File: config.mk
export PLATFORM = sky130hd
export DESIGN_NAME = multi_sel_param
export DESIGN_NICKNAME = d
export VERILOG_FILES = /design/src/rtl/multi_sel_param.sv
export SDC_FILE = /design/constraint.sdc
export NUM_CORES = 1
export LEC_CHECK = 0
export CAP_MARGIN = 20
export CORE_MARGIN = 2
export CORE_UTILIZATION = 46
export CTS_CLUSTER_SIZE = 28
export DETAILED_ROUTE_END_ITERATION = 7
export PLACE_DENSITY = 0.68
export RECOVER_POWER = 50
export SLEW_MARGIN = 5
export SYNTH_ARGS = -nofsm -noshare
export SYNTH_HDL_FRONTEND = slang
export SYNTH_SLANG_ARGS = --single-unit
File: constraint.sdc
create_clock -name clk -period 5.6 [get_ports clk]
set_input_delay 0.84 -clock clk [delete_from_list [all_inputs] [get_ports clk]]
set_output_delay 0.84 -clock clk [all_outputs]
set_load 0.02 [all_outputs]
File: src/rtl/multi_sel_param.sv
// rtl/multi_sel_param.sv - constant-coefficient multiply sequencer, one product per beat
// Optional MULTI_SEL_REPEAT_EN: replay the held sample when a sequence ends with no new accept.
module multi_sel_param #(
  parameter int DW = 8,
  parameter int NCOEF = 4,
  parameter int CW = 4,
  parameter logic [NCOEF*CW-1:0] COEFS = {4'd8, 4'd7, 4'd3, 4'd1},
  parameter int OW = DW + CW
) (
  input  logic          clk,
  input  logic          rst,
  input  logic [DW-1:0] d,
  input  logic          in_valid,
  output logic          in_ready,
  output logic          input_grant,
  output logic [OW-1:0] out,
  output logic          out_valid,
  output logic          out_last,
  input  logic          out_ready
);

  localparam int IW = (NCOEF > 1) ? $clog2(NCOEF) : 1;
  localparam logic [IW-1:0] LAST_IDX = IW'(NCOEF - 1);
  localparam logic [CW-1:0] COEF0 = COEFS[CW-1:0];
  localparam logic SINGLE = (NCOEF == 1);

  typedef enum logic {IDLE, RUN} state_t;

  state_t        state;
  logic [IW-1:0] idx;
  logic [DW-1:0] samp;
  logic [IW-1:0] idx_next;
  logic          accept;
  logic          advance;
  logic          seq_end;

  // Unsigned shift-and-add; OW is wide enough that nothing is ever truncated.
  function automatic logic [OW-1:0] mul(input logic [DW-1:0] a, input logic [CW-1:0] c);
    logic [OW-1:0] acc;
    acc = '0;
    for (int i = 0; i < CW; i++) begin
      if (c[i]) acc = acc + (OW'(a) << i);
    end
    return acc;
  endfunction

  function automatic logic [CW-1:0] coef_at(input logic [IW-1:0] i);
    logic [CW-1:0] c;
    c = '0;
    for (int k = 0; k < NCOEF; k++) begin
      if (IW'(k) == i) c = COEFS[k*CW +: CW];
    end
    return c;
  endfunction

  assign in_ready = (state == IDLE) | (out_last & out_ready);
  assign accept   = in_valid & in_ready;
  assign advance  = (state == RUN) & out_ready & ~out_last;
  assign seq_end  = (state == RUN) & out_ready & out_last;
  assign idx_next = idx + 1'b1;

  always_ff @(posedge clk or negedge rst) begin
    if (!rst) begin
      state       <= IDLE;
      idx         <= '0;
      samp        <= '0;
      out         <= '0;
      out_valid   <= 1'b0;
      out_last    <= 1'b0;
      input_grant <= 1'b0;
    end else begin
      input_grant <= 1'b0;
      if (accept) begin
        // A new sample takes priority over finishing or replaying the current one.
        state       <= RUN;
        samp        <= d;
        idx         <= '0;
        out         <= mul(d, COEF0);
        out_valid   <= 1'b1;
        out_last    <= SINGLE;
        input_grant <= 1'b1;
      end else if (advance) begin
        idx      <= idx_next;
        out      <= mul(samp, coef_at(idx_next));
        out_last <= (idx_next == LAST_IDX);
      end else if (seq_end) begin
`ifdef MULTI_SEL_REPEAT_EN
        idx      <= '0;
        out      <= mul(samp, COEF0);
        out_last <= SINGLE;
`else
        state     <= IDLE;
        out_valid <= 1'b0;
        out_last  <= 1'b0;
`endif
      end
    end
  end

endmodule

== After elaboration in Yosys (flattened, before gate mapping) ==
Cells that the tools add are included.

* $add $sub $neg: 4
* Multipliers: 0
* Divide/modulo/power cells: 0
* $lt $le $gt $ge: 0
* Eq/ne operators: 5
* Shifts and indexed selects: 0
* Multiplexer cells: 26
* Bitwise operators: 8
* Reductions and logical operators: 5

{| class="wikitable"
|+ Operators with widths
! operator !! count
|-
| $mux W12 || 11
|-
| $mux W4 || 5
|-
| $add A12 B10 Y12 || 1
|-
| $add A12 B11 Y12 || 1
|-
| $add A12 B9 Y12 || 1
|-
| $mux W8 || 1
|-
| $mux W1 || 7
|-
| $and A1 B1 Y1 || 5
|-
| $eq A2 B2 Y1 const A || 2
|-
| $mux W2 || 2
|-
| $reduce_bool A2 Y1 || 2
|-
| $reduce_bool A3 Y1 || 1
|-
| $add A2 B1 Y2 const B || 1
|-
| $eq A1 B2 Y1 const A || 1
|-
| $eq A2 B2 Y1 const B || 1
|-
| $logic_not A2 Y1 || 1
|-
| $ne A2 B2 Y1 const B || 1
|-
| $not A1 Y1 || 2
|-
| $reduce_and A2 Y1 || 1
|-
| $or A1 B1 Y1 || 1
|}

* Register bits: 25
* Latch bits: 0
* Memory bits (writable): 0
* ROM bits: 0
* Input port bits: 12
* Output and inout bits: 16
* Word-level logic and storage cells: 54
* Memories kept: 0

== Longest topological paths before layout ==
Gate-level depths: netlist of the first run.

* Depth after elaboration: 23
* Gate-level depth with buffers: 22
* Mapped depth without buffers: 22

== Least setup slack after synthesis of the first run ==
OpenSTA, ideal clock, no wires.

* Path type: reg2reg
* Start point: reg idx[0]
* End point: reg out[9]
* Setup time: 126 ps
* Data arrival time: 4483 ps
* Data required time: 5474 ps
* Path slack: 991 ps
* Stages on the path, launching flop included: 23
* Path buffers: 0
* Period minus slack after synthesis: 4609 ps
* Cell sequence: dfrtp_1 -> inv_1 -> ha_1 -> nor2_1 -> ha_1 -> inv_1 -> fa_1 -> nor2b_4 -> o21ai_0 -> and3b_1 -> o31ai_1 -> ha_1 -> a21oi_1 -> o21ai_0 -> a31o_2 -> xor2_1 -> a22o_1 -> ha_1 -> nand2_1 -> o21ai_0 -> nor2_1 -> xnor2_1 -> a221o_1

* Cells in the longest elaborated chain, start to end: 23
* Elaborated cells between the ends (all ways): 26
* Classes of those cells: 4 x add/sub; 3 x eq/ne; 18 x mux; 1 x reduce/logical

{| class="wikitable"
|+ RTL lines
! element !! line !! source
|-
| start, declared || 30 || <nowiki>logic [IW-1:0] idx;</nowiki>
|-
| start signal, assigned || 83 || <nowiki>idx <= idx_next;</nowiki>
|-
| $add A2 B1 Y2 (*) || 60 || <nowiki>assign idx_next = idx + 1'b1;</nowiki>
|-
| $logic_not A2 Y1 || 51 || <nowiki>if (IW'(k) == i) c = COEFS[k*CW +: CW];</nowiki>
|-
| $mux W1 || 51 ||
|-
| $mux W4 (2 in a row) || 51 ||
|-
| $mux W4 (*) || 51 ||
|-
| $mux W4 (*) || 82 || <nowiki>end else if (advance) begin</nowiki>
|-
| $mux W4 (*) || 73 || <nowiki>if (accept) begin</nowiki>
|-
| $mux W8 || 42 || <nowiki>if (c[i]) acc = acc + (OW'(a) << i);</nowiki>
|-
| [6 not listed] || - ||
|-
| $add A12 B10 Y12 || 42 ||
|-
| $mux W12 || 42 ||
|-
| $mux W12 || 82 ||
|-
| $mux W12 || 73 ||
|-
| $add A12 B11 Y12 || 42 ||
|-
| $mux W12 (*) || 42 ||
|-
| $mux W12 (*) || 82 ||
|-
| $mux W12 (*) || 73 ||
|-
| end signal, assigned || 78 || <nowiki>out <= mul(d, COEF0);</nowiki>
|-
| end signal, assigned || 84 || <nowiki>out <= mul(samp, coef_at(idx_next));</nowiki>
|-
| end, declared || 16 || <nowiki>output logic [OW-1:0] out,</nowiki>
|}

Mark *: on every way between the ends. The rest lies on a longest branch, timed or not. The select of a mux whose other input is x is not followed.
A chain may end at the register's enable or synchronous reset.

== Final worst setup path of the first run ==
Ends and elaborated chain as after synthesis.

==> results.md, run 1 <==
- The run finished with clean final reports.
- From synthesis to final layout, the design area changed by 16.5%.
- The count of vias placed by the detailed router is 1983.
- In this run the tightest slew margin relative to its limit is 7.82%.
- The maximum clock frequency is 200 MHz.
- During placement, the flow inserted port buffers numbering 27.
- The worst hold-check path type is flop to flop.
- The start of the worst register-to-register path is idx[0]$_DFFE_PN0P_.
- The vertical die dimension is 75.5 microns.
- The count of hold-fix buffers inserted at cts is 0.
- Counting the fill cells in the layout gives 474.
- For this design the top-level I/O count stands at 28.
- The area of the mapped netlist is 2350 sq um.
- In this run the critical register-to-register path is captured at out[9]$_DFFE_PN0P_.
- The die width is 75.5 microns.
- The yosys synthesis warning count is 0.
- The met1 track demand over resource is 30.5%.
- The core area is 5010 sq um.
- The level count of the clock H-tree is 1.
- The worst hold path was traced through 2 stages.
- The final critical delay including setup and external delays is 5.01 ns.
- The number of global-route vias before repair was 1897.
- The wire length per cell is 15.2 microns.
- The fraction of registers with async set/reset is 100%.
- The count of pins over their slew limit came to 0.
- Counting distinct cell types in the post-synthesis netlist gives 47.
- At the worst endpoint, the arrival time is 5.18 ns.
- For the pin with the worst max-slew slack, the measured transition is 1.38 ns.
- The starting density of the core is 47.0%.
- The endpoint with the worst hold slack is out[10]$_DFFE_PN0P_.
- Post-CTS timing repair inserted 0 buffers for setup.
- The number of synthesized flops with an enable pin is 0.
- Clock-pin slew was measured on the worst setup and hold paths at 0.10 ns.
- Cells fill 54.7% of the core in the end.
- STA puts the critical path data required time at 5.77 ns.
- The startpoint kind of the worst setup timing path is a flop.
- The routing usage on met3 is 2.12%.
- The register-to-register setup slack is 0.59 ns.
- Global routing consumed, on the met2 layer, 31.8% of the routing resources.
- The final critical path takes up 89.5% of the cycle.
- Setup repair after global routing left no endpoint under its margin.
- In this run the most critical hold path is launched from out[10]$_DFFE_PN0P_.
- The flip-flop cell with the highest count after synthesis is sky130_fd_sc_hd__dfrtp_1.
- Global routing used 20.6% of the available tracks.
- Sequential elements use 26.6% of the synthesized area.
- The floorplan has 26 rows.
- Counting flops and latches in the post-synthesis netlist gives 25.
- The maximum buffer depth of the clock tree is 2.
- The root buffer cell is sky130_fd_sc_hd__clkbuf_8.
- The DRC violation count after routing is 0.
- The total wire length is 5460 microns.
- The sum of negative setup slack is 0 ns.
- The startpoint-to-endpoint class of the critical path is flop to flop.
- The overflow left after global routing is 0.
- Setup violations remaining at the end of the flow were counted as 0.
- The count of nets left with antenna violations once routing finished came out at 0.
- Clock tree synthesis inserted a total of 3 buffers.
- After the first detailed-routing iteration, the DRC count stood at 98.
- The global placer's final weighted congestion is 0.853.
- The largest clock skew in the final design is 0.00544 ns.
- The fraction of layout instances using a drive strength above 1 is 7.27%.
- The most utilized layer in the global route result is met2.
- The largest net degree at the start of global routing is 26.
- The clock tree from TritonCTS is done.
- The insertion delay to the later sink of the worst-skew pair is 0.28 ns.
- The endpoint kind of the worst setup timing path is a flop.
- For the worst flop-to-flop path, the logic depth is 22.
- For this run, the post-layout net count is 333.
- For this design, the sink count on the clock tree is 25.
- The die outline area is 5700 sq um.
- 0 antenna diodes ended up in the layout.
- The initial antenna violation count is 0.
- The number of nets produced by synthesis is 306.
- The count of endpoints failing hold in the final timing report is 0.
- The number of vias per cell is 5.52.
- The number of instances in the synthesized netlist is 263.
- The first global-routing pass estimated 8990 microns of wire.
- Once detailed placement completed, the half-perimeter wirelength came to 4130 microns.
- Along the worst path, the maximum fanout reaches 8.
- The detailed-router iteration count before antenna repair is 5.
- A synthesized cell averages 8.95 sq um.
- Max-cap violations in this run came to 0.
- The critical path startpoint is idx[0]$_DFFE_PN0P_.
per-stage QoR:
| step | setup slack (ns) | hold slack, ns | cell area (sq um) | instances |
|---|---|---|---|---|
| after floorplan | 0.991 | 0.500 | 2350 | 263 |
| after global placement | 0.732 | 0.478 | 2690 | 355 |
| after detailed placement | 0.534 | 0.483 | 2690 | 355 |
| after CTS | 0.499 | 0.504 | 2740 | 359 |
| after global routing | 0.0628 | 0.542 | 2740 | 359 |
| final | 0.589 | 0.500 | 2740 | 359 |
worst max path at each step:
stage	slack [ns]	endpoint	depth (start not counted)
after global placement	0.73	out[9]$_DFFE_PN0P_	22
after floorplan	0.99	out[9]$_DFFE_PN0P_	22
after CTS	0.50	out[10]$_DFFE_PN0P_	22
final	0.59	out[9]$_DFFE_PN0P_	22
after global routing	0.06	out[9]$_DFFE_PN0P_	22
after detailed placement	0.53	out[9]$_DFFE_PN0P_	22
cells in the final DEF (no fill, tap or decap), types with 7 or more instances in the layout:
| cell | n |
|---|---|
| sky130_fd_sc_hd__dlygate4sd3_1 | 8 |
| sky130_fd_sc_hd__inv_1 | 11 |
| sky130_fd_sc_hd__mux2_2 | 8 |
| sky130_fd_sc_hd__dfrtp_1 | 25 |
| sky130_fd_sc_hd__xnor2_1 | 11 |
| sky130_fd_sc_hd__o21ai_0 | 18 |
| sky130_fd_sc_hd__nand2_1 | 30 |
| sky130_fd_sc_hd__nor2_1 | 17 |
| sky130_fd_sc_hd__clkdlybuf4s50_1 | 19 |
| sky130_fd_sc_hd__ha_1 | 28 |
| sky130_fd_sc_hd__a21oi_1 | 18 |
| sky130_fd_sc_hd__nand2b_1 | 8 |
| sky130_fd_sc_hd__xor2_1 | 7 |
cell families after synthesis:
kind of cell / share of synthesized area, %
compound gates: 23.9
simple gates: 15.9
fa+ha+maj: 17.4
flops: 26.6
buf+inv: 3.51
xor+xnor: 6.70
mux: 5.95
critical path, stage by stage (launching register included):
cell and delay [ns]:
sky130_fd_sc_hd__dfrtp_1 0.46, sky130_fd_sc_hd__inv_1 0.09, sky130_fd_sc_hd__ha_1 0.32, sky130_fd_sc_hd__nor2_1 0.17, sky130_fd_sc_hd__ha_1 0.19, sky130_fd_sc_hd__inv_1 0.06
sky130_fd_sc_hd__fa_1 0.43, sky130_fd_sc_hd__nor2b_4 0.20, sky130_fd_sc_hd__o21ai_0 0.13, sky130_fd_sc_hd__and3b_1 0.24, sky130_fd_sc_hd__o31ai_2 0.28, sky130_fd_sc_hd__ha_1 0.32
sky130_fd_sc_hd__a21oi_1 0.11, sky130_fd_sc_hd__o21ai_0 0.14, sky130_fd_sc_hd__a31o_2 0.29, sky130_fd_sc_hd__xor2_1 0.14, sky130_fd_sc_hd__a22o_1 0.20, sky130_fd_sc_hd__ha_1 0.35
sky130_fd_sc_hd__nand2_1 0.06, sky130_fd_sc_hd__o21ai_0 0.21, sky130_fd_sc_hd__nor2_1 0.08, sky130_fd_sc_hd__xnor2_1 0.13, sky130_fd_sc_hd__a221o_1 0.29
synth_stat cells (2+ instances only):
cell,count,area share (%)
sky130_fd_sc_hd__nand2_1,30,4.8
sky130_fd_sc_hd__ha_1,28,15
sky130_fd_sc_hd__dfrtp_1,25,27
sky130_fd_sc_hd__o21ai_0,19,4.0
sky130_fd_sc_hd__a21oi_1,18,3.8
sky130_fd_sc_hd__nor2_1,17,2.7
sky130_fd_sc_hd__inv_1,11,1.8
sky130_fd_sc_hd__xnor2_1,11,4.1
sky130_fd_sc_hd__mux2_2,8,3.8
sky130_fd_sc_hd__nand2b_1,8,2.1
sky130_fd_sc_hd__xor2_1,7,2.6
sky130_fd_sc_hd__a21o_1,6,1.9
sky130_fd_sc_hd__clkbuf_1,6,0.96
sky130_fd_sc_hd__nor2b_1,6,1.6
sky130_fd_sc_hd__and2_1,5,1.3
sky130_fd_sc_hd__mux2i_1,5,2.1
sky130_fd_sc_hd__o21a_1,5,1.6
sky130_fd_sc_hd__a221o_1,4,1.7
sky130_fd_sc_hd__a22oi_1,3,0.96
sky130_fd_sc_hd__a31oi_1,3,0.80
sky130_fd_sc_hd__fa_1,3,2.6
sky130_fd_sc_hd__o31ai_1,3,0.96
sky130_fd_sc_hd__a211oi_1,2,0.64
sky130_fd_sc_hd__a222oi_1,2,0.85
sky130_fd_sc_hd__a22o_1,2,0.74
sky130_fd_sc_hd__and3_1,2,0.53
sky130_fd_sc_hd__nor2b_4,2,1.2
sky130_fd_sc_hd__nor3_1,2,0.43
sky130_fd_sc_hd__o22ai_1,2,0.53
cell type report:
class / count / area (sq um) / area share (%)
multi-input cells: 219 / 1650 / 60.2
repair buffers: 30 / 289 / 10.5
clock inverters: 1 / 7.51 / 0.274
flip-flops and latches: 25 / 626 / 22.8
inverters: 11 / 41.3 / 1.51
well taps: 70 / 87.6 / 3.19
clock buffers: 3 / 41.3 / 1.51
what timing repair did:
item / CTS / global route
gates resized for setup: 0 / 1
hold endpoints to repair: 0 / 0
setup endpoints to repair: 0 / 1
state kept, by name, indices dropped and copies added, names as in the netlist:
register     flops
idx              2
input_grant      1
out_last         1
out             12
state            1
samp             8
per-layer routing:
layer  wire (microns)  up-vias
met2             2550       27
met1             2740      947
met5                0        -
li1                 -     1004
met4               55        0
met3              112        5
Power of run 1 is left out: the tool's default activity adds up to more than one toggle a clock period on the data nets, which glitch-free logic cannot reach.
==> run 2: changes to the inputs <==
--- a/config.mk
+++ b/config.mk
@@ -9,5 +9,5 @@
 export CORE_MARGIN = 2
 export CORE_UTILIZATION = 46
-export CTS_CLUSTER_SIZE = 28
+export CTS_CLUSTER_SIZE = 30
 export DETAILED_ROUTE_END_ITERATION = 7
 export PLACE_DENSITY = 0.68
==> constraint.sdc (replaced) <==
create_clock -name clk -period 5.6 [get_ports clk]
set_input_delay 1.12 -clock clk [delete_from_list [all_inputs] [get_ports clk]]
set_output_delay 1.12 -clock clk [all_outputs]
set_load 0.02 [all_outputs]
==> results of run 2 <==
The final DEF is identical to that of run 1. Status: finished, final reports clean.
Power of run 2 is left out for the same reason.
==> edit, RTL diff (config.mk and constraints of run 1) <==
Reset style: synchronous (`rst`), changed in one clocked block.
--- a/src/rtl/multi_sel_param.sv
+++ b/src/rtl/multi_sel_param.sv
@@ -60,5 +60,5 @@
   assign idx_next = idx + 1'b1;
 
-  always_ff @(posedge clk or negedge rst) begin
+  always_ff @(posedge clk) begin
     if (!rst) begin
       state       <= IDLE;
Behaviour: differs if rst is asserted again (counterexample within 4 cycles, from zero or initial values and one cycle with rst low); with rst held inactive, the same outputs for 4 cycles.
==> edit against run 1 <==
- sequential cell count did not move
- worst setup slack got worse by 72 ps
- routed wire length rose by 12%
- design area fell by 0.18%
- synthesized area barely moved
- critical path depth rose by 2
- synthesized cell count rose by 17%
- critical endpoint is now out[10]$_SDFFE_PP0P_
- count of clock-buffer cells in the layout did not move
- highest routed layer unchanged
- cell count rose by 12%
Power is left out: it rests on default switching activity, and per cell area and clock period it moved more than threefold.
==> edit: results (changes against run 1) <==
| Metric | Value |
|---|---|
| CP max stage cell | `dfxtp_1` |
| Hold endpoint | `out[11]$_SDFFE_PP0P_` |
| Initial antenna violation count | `0 (unchanged)` |
| Pins Over Slew Limit | `0 (unchanged)` |
| Worst hold path type | `flip-flop to flip-flop` |
| Syn nets | `346 (+13%)` |
| Largest regs | `out (12), samp (8), idx (2)` |
| Root Driver | `clkbuf_8` |
| DR pass1 iterations | `4 (-1)` |
| Nets | `371 (+11%)` |
| Status | `complete, no violations` |
| Drt via density | `5.716 (+3.5%)` |
| Pin count of the biggest net entering global routing | `21 (-19%)` |
| Hold depth | `2 (unchanged)` |
| Reg2Reg Depth | `24 (+9.1%)` |
| Min-delay src | `out[11]$_SDFFE_PP0P_` |
| Ratio of cells with drive above 1 in the final layout | `4.819% (-2.4 points)` |
| Top cells by area, synth | `dfxtp_1 (21%), ha_1 (13%), nand2_1 (6.1%)` |
| Clock skew | `5.592 ps (+0.1551 ps)` |
| # port buffers | `27 (unchanged)` |
| Worst EP arrival | `5280 ps (+100 ps)` |
| Finish-stage setup viols | `0 (unchanged)` |
| Synthesized instance count | `308 (+17%)` |
| Critical path fanouts, max | `7 (-1)` |
| Library cells used by synthesis | `56 (+19%)` |
| Final cell count without fillers | `402 (+12%)` |
| Total track usage | `22.91% (+2.4 points)` |
| Synth cell count leaders | `nand2_1 (38), a21oi_1 (27), nor2_1 (26)` |
| Routed len/inst | `15.25 um (+0.24%)` |
| Longest Clk Path Bufs | `2 (unchanged)` |
| GPL Wtd Cong | `0.8783 (+3.0%)` |
| Worst-Skew Late Latency | `280 ps (about the same)` |
| Post-CTS setup buffers | `0 (unchanged)` |
| CP Class | `flip-flop to flip-flop` |
| CTS Buf Count | `3 (unchanged)` |
| R2r setup slk | `520 ps (-70 ps)` |
| Hold WS | `485.6 ps (-14.40 ps)` |
| Crit path largest cell delay | `440 ps (-20 ps)` |
| N_diodes | `0 (unchanged)` |
| Top delay family on crit path | `compound AO/OA/AOI/OAI gates` |
| DP HPWL | `4597 um (+11%)` |
| First-pass GRT wire length | `9970 um (+11%)` |
| Critical Path End | `out[10]$_SDFFE_PP0P_` |
| Ys async rst share | `0% (-100 points)` |
| Register area share after synthesis | `21.28% (-5.3 points)` |
| Vias in the first global route | `2011 (+6.0%)` |
| H-tree depth | `1 (unchanged)` |
| Reg2Reg Launch Point | `idx[0]$_SDFFE_PP0P_` |
| Register clock-pin slew on the reported worst setup and hold paths | `100 ps (about the same)` |
| Yosys warns | `0 (unchanged)` |
| Drt initial violations | `119 (+21%)` |
| Post-CTS sizing | `0 (unchanged)` |
| Worst slew margin | `39.94% (+32 points)` |
[edit: cell count changes after synthesis, sizes merged, moves of 5 or more]
cell / change
a211oi: +7
a21oi: +10
and3: +5
dfrtp: -25
dfxtp: +25
mux2: -6
nand2: +8
nor2: +9
nor2b: +8
o211ai: +8
o21ai: +6
[edit: kinds of logic after synthesis]
group,after synthesis,share of synthesized area (%)
buffers and inverters,25,4.415
DFF,25,21.28
and+or+nand+nor,104,20.64
adders and majority gates,26,14.47
muxes,5,2.234
xor gates and xnor gates,15,5.585
AOI/OAI and AO/OA,108,31.38
[edit: through the flow]
step | cell area (um^2) | setup WS [ps] | utilization, %
CTS | 2738 | 549.3 | 54.65
finish | 2738 | 517.6 | 54.65
detailed placement | 2689 | 593.9 | 53.67
global route | 2738 | 56.72 | 54.65
global placement | 2689 | 754.1 | 53.67
floorplan | 2352 | 1046 | -
[edit: worst register-to-register path, cell delays in order, from the launching register on]
cell	delay, ps
dfxtp_1	440
inv_1	90
ha_1	230
nor2b_1	150
ha_1	260
ha_1	310
o21ai_2	70
a221o_1	380
nor2b_1	160
xnor2_1	120
mux2i_1	230
inv_1	100
ha_1	310
o211ai_1	90
o21ai_0	350
o31ai_1	150
xnor2_1	160
mux2_2	280
ha_1	300
inv_1	80
a21oi_1	40
o22ai_1	220
xnor2_1	150
a21oi_1	90
a211oi_1	230
[edit: per-layer routing]
layer	vias to the layer above	wire (um)	global-route usage (%)
li1	1179	-	-
met1	1037	2904	32.66
met2	70	2782	36.04
met3	12	311	2.249
met4	0	131	8.187
met5	-	0	0
[edit: layout make-up]
cell class | instances | area [um^2]
clock buffer | 3 | 41.29
clock inverter | 1 | 7.507
fill | 498 | 2272
inverter | 14 | 52.55
multi-input combinational | 258 | 1748
sequential | 25 | 500.5
tap | 70 | 87.58
timing repair buffer | 31 | 300.3
